$ cat src/rtl/fifo_pop_stage.sv
// fifo_pop_stage: pop-side reader for fifo_basic.
// Pops the FIFO (no backpressure on that side) into a two-entry registered
// skid stage and presents the words downstream on a valid/ready interface.
// fifo_pop is derived only from registered state, fifo_empty_r, flush and rst,
// so out_rdy has no combinational path to the FIFO.
//
// Handshake: a beat transfers in any cycle where out_vld & out_rdy (acc).
// Once out_vld is high, out_vld and out_data hold until acc; only flush or
// rst may withdraw a presented word.
module fifo_pop_stage #(
  parameter int W  = 32,
  parameter int CW = 16
) (
  input  logic          clk,
  input  logic          rst,
  input  logic          fifo_empty_r,
  input  logic [W-1:0]  fifo_pop_data,
  output logic          fifo_pop,
  input  logic          flush,
  output logic          out_vld,
  output logic [W-1:0]  out_data,
  input  logic          out_rdy,
  output logic          busy,
  output logic [CW-1:0] fwd_cnt_r,
  output logic [1:0]    dbg_state_o
);

  // Occupancy of the skid stage: head only, or head plus an older-than-FIFO skid word.
  typedef enum logic [1:0] {
    ST_EMPTY = 2'd0,
    ST_ONE   = 2'd1,
    ST_TWO   = 2'd2
  } state_e;

  state_e        state_q, state_d;
  logic [W-1:0]  head_q, head_d;
  logic [W-1:0]  skid_q, skid_d;
  logic [CW-1:0] cnt_q, cnt_d;
  logic          acc;

  // Output decode from registered state; pop is held low during reset.
  always_comb begin
    out_vld     = (state_q != ST_EMPTY);
    busy        = out_vld;
    out_data    = head_q;
    acc         = out_vld & out_rdy;
    fifo_pop    = !rst & !fifo_empty_r & !flush & (state_q != ST_TWO);
    dbg_state_o = state_q;
  end

  // Next-state, data steering and beat counting; flush overrides everything
  // except the count of a beat accepted in the flush cycle.
  always_comb begin
    state_d = state_q;
    head_d  = head_q;
    skid_d  = skid_q;
    cnt_d   = cnt_q + {{(CW-1){1'b0}}, acc};
    if (flush) begin
      state_d = ST_EMPTY;
    end else begin
      case (state_q)
        ST_EMPTY: begin
          if (fifo_pop) begin
            state_d = ST_ONE;
            head_d  = fifo_pop_data;
          end
        end
        ST_ONE: begin
          if (fifo_pop && !acc) begin
            state_d = ST_TWO;
            skid_d  = fifo_pop_data;
          end else if (fifo_pop && acc) begin
            head_d  = fifo_pop_data;
          end else if (acc) begin
            state_d = ST_EMPTY;
          end
        end
        ST_TWO: begin
          // The skid word is older than anything still in the FIFO.
          if (acc) begin
            state_d = ST_ONE;
            head_d  = skid_q;
          end
        end
        default: begin
          state_d = ST_EMPTY;
        end
      endcase
    end
  end

  // State, data and counter registers with asynchronous reset.
  always_ff @(posedge clk or posedge rst) begin
    if (rst) begin
      state_q <= ST_EMPTY;
      head_q  <= '0;
      skid_q  <= '0;
      cnt_q   <= '0;
    end else begin
      state_q <= state_d;
      head_q  <= head_d;
      skid_q  <= skid_d;
      cnt_q   <= cnt_d;
    end
  end

  assign fwd_cnt_r = cnt_q;

  a_no_pop_when_empty: assert property (@(posedge clk) disable iff (rst)
    !(fifo_pop && fifo_empty_r));

  a_no_pop_in_two: assert property (@(posedge clk) disable iff (rst)
    !(fifo_pop && (state_q == ST_TWO)));

  a_out_stable: assert property (@(posedge clk) disable iff (rst)
    (out_vld && !out_rdy && !flush) |=> (out_vld && $stable(out_data)));

endmodule
$ cat config.mk
export PLATFORM = sky130hd
export DESIGN_NAME = fifo_pop_stage
export DESIGN_NICKNAME = d
export VERILOG_FILES = /design/src/rtl/fifo_pop_stage.sv
export SDC_FILE = /design/constraint.sdc
export NUM_CORES = 1
export LEC_CHECK = 0
export ABC_AREA = 1
export CAP_MARGIN = 0
export CORE_MARGIN = 1
export CORE_UTILIZATION = 45
export CTS_BUF_LIST = sky130_fd_sc_hd__clkbuf_16
export DETAILED_ROUTE_END_ITERATION = 12
export PLACE_DENSITY = 0.71
export SYNTH_ARGS = -nofsm -noshare
export SYNTH_HDL_FRONTEND = slang
export SYNTH_SLANG_ARGS = --single-unit
$ cat constraint.sdc
create_clock -name clk -period 7.1 [get_ports clk]
set_clock_uncertainty 0.1 [all_clocks]
set_input_delay 1.42 -clock clk [delete_from_list [all_inputs] [get_ports clk]]
set_output_delay 1.42 -clock clk [all_outputs]
set_load 0.05 [all_outputs]
==> summary.txt, run 1 <==
Tot Pwr -> 2.15 mW
die area -> 9090 sq um
vias post-DR -> 3227
Iteration-0 DRC Markers -> 118
CP endpoint kind -> output port
Detail Route Antenna Nets -> 0
Pwr Density -> 424 nW/um^2
nets -> 586
Routed WL -> 8.44 mm
RSZ-0062 raised after global routing -> false
initial antenna violation count -> 0
synth warn -> 0
# fillers -> 747
Syn Inst Count -> 469
non-filler instance count after layout -> 658
vias in the first global route -> 2964
layout cells sized above 1 -> 8.86%
Post-Syn Area -> 3920 sq um
die width -> 95.3 microns
Clock Tree Buf Depth -> 2
number of synthesized register bits -> 82
period utilisation layout -> 70.3%
# resized after CTS -> 0
clock root buffer -> clkbuf_16
Total GRT Usage -> 19.7%
Mapped Avg Cell Area -> 8.36 sq um
Core Box Area -> 8340 sq um
clock latency on the worst-skew pair -> 0.32 ns
clk sink count -> 82
register area share after synthesis -> 52.4%
CTS clock-pin slew for the worst setup and hold paths -> 0.06 ns
min Tclk post-route -> 4.99 ns
Yosys cell types -> 27
Vert. Die Dim -> 95.3 microns
commonest non-fill, non-tap cell in the layout -> nand2_1
CTS tree -> built
Crit Path Max Fanout -> 33
Max-Cap Viols -> 0
Mapped Nets -> 507
Fin. Hold Viols -> 0
RR Endpoint -> out_data[22]
Tightest Pin Transition -> 0.864 ns
Max IR drop VDD -> 0.000211 V
total grt overflow -> 0
WL per Instance -> 12.8 microns
Worst Reg-to-Reg Cells -> 8
Worst Path Required -> 5.58 ns
CP endpoint -> fifo_pop
start point of the critical path -> rst
postcts setup bufs -> 0
Hold Path Cell Cnt -> 2
worst hold margin -> 0.366 ns
Max Fclk -> 200 MHz
Detailed Routing Iterations Pass 1 -> 4
H-Tree Depth -> 3
placed insts -> 642
Worst Setup Start Kind -> input pin
Remaining DRCs -> 0
first-pass GRT wire length -> 13.7 mm
FP Rows -> 33
I/O pins -> 90
# port buffers -> 89
hold crit path type -> flip-flop to flip-flop
crit path kind -> input pin to output port
leakage power -> 2.50 nW
Ant. Diodes -> 0
largest net degree at the start of global routing -> 63
max_slew headroom -> 42.3%
routability-driven placement congestion ratio -> 0.865
CTS hold repair buffers -> 0
r2r setup slk -> 4.65 ns
synthesis-to-finish area growth -> 29.7%
Initial Util -> 47.0%
count of final max-slew check failures -> 0
crit path DAT -> 3.47 ns
endpoints failing setup -> 0
DP Wirelength -> 5.64 mm
Setup TNS -> 0 ns
routed vias/inst -> 4.90
cts bufs inserted -> 9
most frequent cells in the layout -> nand2_1, clkdlybuf4s50_1, dfrtp_1, inv_1, nor2_1
worst reg2reg path startpoint -> dbg_state_o[1]
status -> finished clean
==> critical path, cell delays in order <==
cell and delay [ns]:
clkdlybuf4s50_1 0.48, clkinv_2 0.44, nand2_1 0.35, nor2_4 0.07
clkdlybuf4s50_1 0.70
==> state kept, by name, indices dropped and copies added (netlist names) <==
register     count
dbg_state_o      2
fwd_cnt_r       16
out_data        32
skid_q          32
==> cells in the mapped netlist (all sizes together) <==
master	n	area [sq um]
nand2	129	494
nor3	6	41.3
o21ai	37	185
nor2	49	199
nand3	41	210
nand3b	1	7.51
xor2	6	52.6
a21oi	33	244
xnor2	2	17.5
clkbuf	3	11.3
inv	51	191
and3	1	6.26
buf	20	150
or2	1	6.26
nand4	5	31.3
dfrtp	82	2050
ha	1	12.5
and2	1	6.26
==> final cells by class <==
class                           count  area (sq um)  area share [%]
Sequential cell                    82          2050            40.4
Inverter                           51           193            3.79
Clock buffer                        9           225            4.43
Timing Repair Buffer               91           906            17.8
Multi-Input combinational cell    313          1510            29.8
Clock inverter                      7          61.3            1.21
Tap cell                          105           131            2.58
==> worst min-delay path by stage <==
stage	start	endpoint	slack, ns
after detailed placement	out_data[21]	out_data[21]	0.36
after global routing	out_data[26]	out_data[26]	0.38
after global placement	out_data[19]	out_data[19]	0.35
final	out_data[21]	out_data[21]	0.37
after CTS	out_data[21]	out_data[21]	0.37
after floorplan	skid_q[0]	skid_q[0]	0.36
==> where the power goes <==
part	switching, mW	total [mW]	internal, mW
clock	0.175	0.442	0.268
sequential	0.0964	0.756	0.659
combinational	0.645	0.955	0.310
==> cells by family after synthesis <==
logic type	count (synthesis)	synth area share [%]
compound gates	70	11.0
xor+xnor	8	1.79
fa+ha+maj	1	0.319
buf+inv	74	9.00
flops	82	52.4
simple gates	234	25.6
==> through the flow <==
step / setup WS (ns) / instance area, sq um / utilization (%)
finish: 2.11 / 5080 / 60.9
global route: 1.92 / 5080 / 60.9
CTS: 2.02 / 5080 / 60.9
detailed placement: 2.04 / 4800 / 57.5
global placement: 2.08 / 4800 / 57.5
floorplan: 1.65 / 3920 / -
==> routing by layer <==
layer	global-route usage [%]	part of all wire [%]
met3	3.11	3.5
met4	7.20	1.4
met1	26.1	46
met5	0	0
met2	32.4	49
No activity file was read; power rests on OpenSTA's default activity.
==> run 2, diff against run 1 <==
- PLACE_DENSITY: 0.71 -> 0.74
- clock period: 7.1 -> 4.4 ns (I/O delays scaled with it)
==> summary.txt, run 2 (synthesis gave the netlist of run 1 again) <==
status -> finished clean
vias post-DR -> 3270
CTS clock-pin slew for the worst setup and hold paths -> 0.06 ns
worst path bufs/invs -> 2
Setup TNS -> 0 ns
Max IR drop VDD -> 0.000349 V
Routed WL -> 8.33 mm
# port buffers -> 89
Max Fclk -> 281 MHz
crit path kind -> input pin to output port
Fin. Hold Viols -> 0
Detail Route Antenna Nets -> 0
synthesis-to-finish area growth -> 30.1%
count of final max-slew check failures -> 0
Remaining DRCs -> 0
postcts setup bufs -> 0
nets -> 587
leakage power -> 2.51 nW
RR Endpoint -> out_data[30]
layout cells sized above 1 -> 9.57%
I/O pins -> 90
hold crit path type -> flip-flop to flip-flop
Worst Path Required -> 3.42 ns
worst-case hold path end point -> out_data[22]
die width -> 95.3 microns
worst hold margin -> 0.369 ns
clk sink count -> 82
min Tclk post-route -> 3.56 ns
crit path DAT -> 2.58 ns
Worst Reg-to-Reg Cells -> 8
# resized after CTS -> 0
Tot Pwr -> 3.49 mW
Hold Path Cell Cnt -> 2
placed insts -> 643
initial antenna violation count -> 0
crit-path cells -> clkdlybuf4s50_1 > nor2_1 > nand2_1 > nor2_4 > clkdlybuf4s50_1
Worst Setup Start Kind -> input pin
Detailed Routing Iterations Pass 1 -> 4
clock latency on the worst-skew pair -> 0.33 ns
Max-Cap Viols -> 0
worst reg2reg path startpoint -> dbg_state_o[1]
non-filler instance count after layout -> 659
routability-driven placement congestion ratio -> 0.874
Core Box Area -> 8340 sq um
H-Tree Depth -> 3
post-layout util -> 61.1%
Top Family by Delay on Critical Path -> buffers and inverters
largest net degree at the start of global routing -> 63
first-pass GRT wire length -> 14.0 mm
Ant. Diodes -> 0
most frequent CP cell -> clkdlybuf4s50_1
WL per Instance -> 12.6 microns
endpoints failing setup -> 0
CP peak stage delay -> 0.82 ns
Iteration-0 DRC Markers -> 85
period utilisation layout -> 81.0%
clock root buffer -> clkbuf_16
r2r setup slk -> 1.99 ns
Tightest Pin Transition -> 0.856 ns
commonest non-fill, non-tap cell in the layout -> nand2_1
vias in the first global route -> 3027
Min-Delay Startpoint -> out_data[22]
most frequent cells in the layout -> nand2_1, clkdlybuf4s50_1, dfrtp_1, nor2_1, inv_1
CTS hold repair buffers -> 0
die area -> 9090 sq um
RSZ-0062 raised after global routing -> false
Crit Path Max Fanout -> 6
cts bufs inserted -> 9
Initial Util -> 47.0%
CP endpoint kind -> output port
DP Wirelength -> 5.67 mm
Pwr Density -> 685 nW/um^2
Total GRT Usage -> 20.1%
highest-delay cell along the critical path -> clkdlybuf4s50_1
CTS tree -> built
routed vias/inst -> 4.96
Vert. Die Dim -> 95.3 microns
total grt overflow -> 0
max_slew headroom -> 42.9%
FP Rows -> 33
Clock Tree Buf Depth -> 2
[run 2: cell count changes in the layout (fill, tap and decap cells not counted)]
| cell | change |
|---|---|
| clkinv_1 | -2 |
| clkinv_2 | +1 |
| buf_4 | +1 |
| clkinvlp_4 | +2 |
| inv_1 | -1 |
[run 2: final cells by class]
class                           count  area, sq um
Clock buffer                        9          225
Clock inverter                      7         70.1
Fill cell                         755         3240
Inverter                           51          193
Multi-Input combinational cell    313         1510
Sequential cell                    82         2050
Tap cell                          105          131
Timing Repair Buffer               92          913
[run 2: where the power goes]
group	total, mW	internal [mW]	leakage (nW)	switching [mW]
Sequential	1.22	1.06	0.968	0.155
Clock	0.735	0.437	0.135	0.298
Combinational	1.54	0.500	1.40	1.04
[run 2: metal layers]
| metal | vias to the layer above | share of wire (%) | GRT usage [%] |
|---|---|---|---|
| met3 | 7 | 3.5 | 3.43 |
| li1 | 1640 | - | - |
| met4 | 0 | 1.2 | 5.81 |
| met1 | 1552 | 46 | 26.6 |
| met2 | 71 | 50 | 33.7 |
| met5 | - | 0 | 0 |
[run 2: how the worst max path moves through the flow]
stage,from,to,slack (ns),cells after the start
2_1_floorplan,rst,fifo_pop,0.03,3
3_3_place_gp,flush,fifo_pop,0.88,5
3_5_place_dp,flush,fifo_pop,0.85,5
4_1_cts,flush,fifo_pop,0.83,5
5_1_grt,flush,fifo_pop,0.72,5
6_report,flush,fifo_pop,0.84,5
[run 2: per-stage QoR]
stage	instance area, sq um	setup slack, ns
after global routing	5100	0.717
after detailed placement	4800	0.845
after global placement	4800	0.879
after floorplan	3920	0.0327
final	5100	0.837
after CTS	5100	0.835
[run 2: tightest hold or removal path, cell delays in order (launching register included)]
cell     delay, ns
dfrtp_1       0.34
nand2_1       0.05
nand2_1       0.04
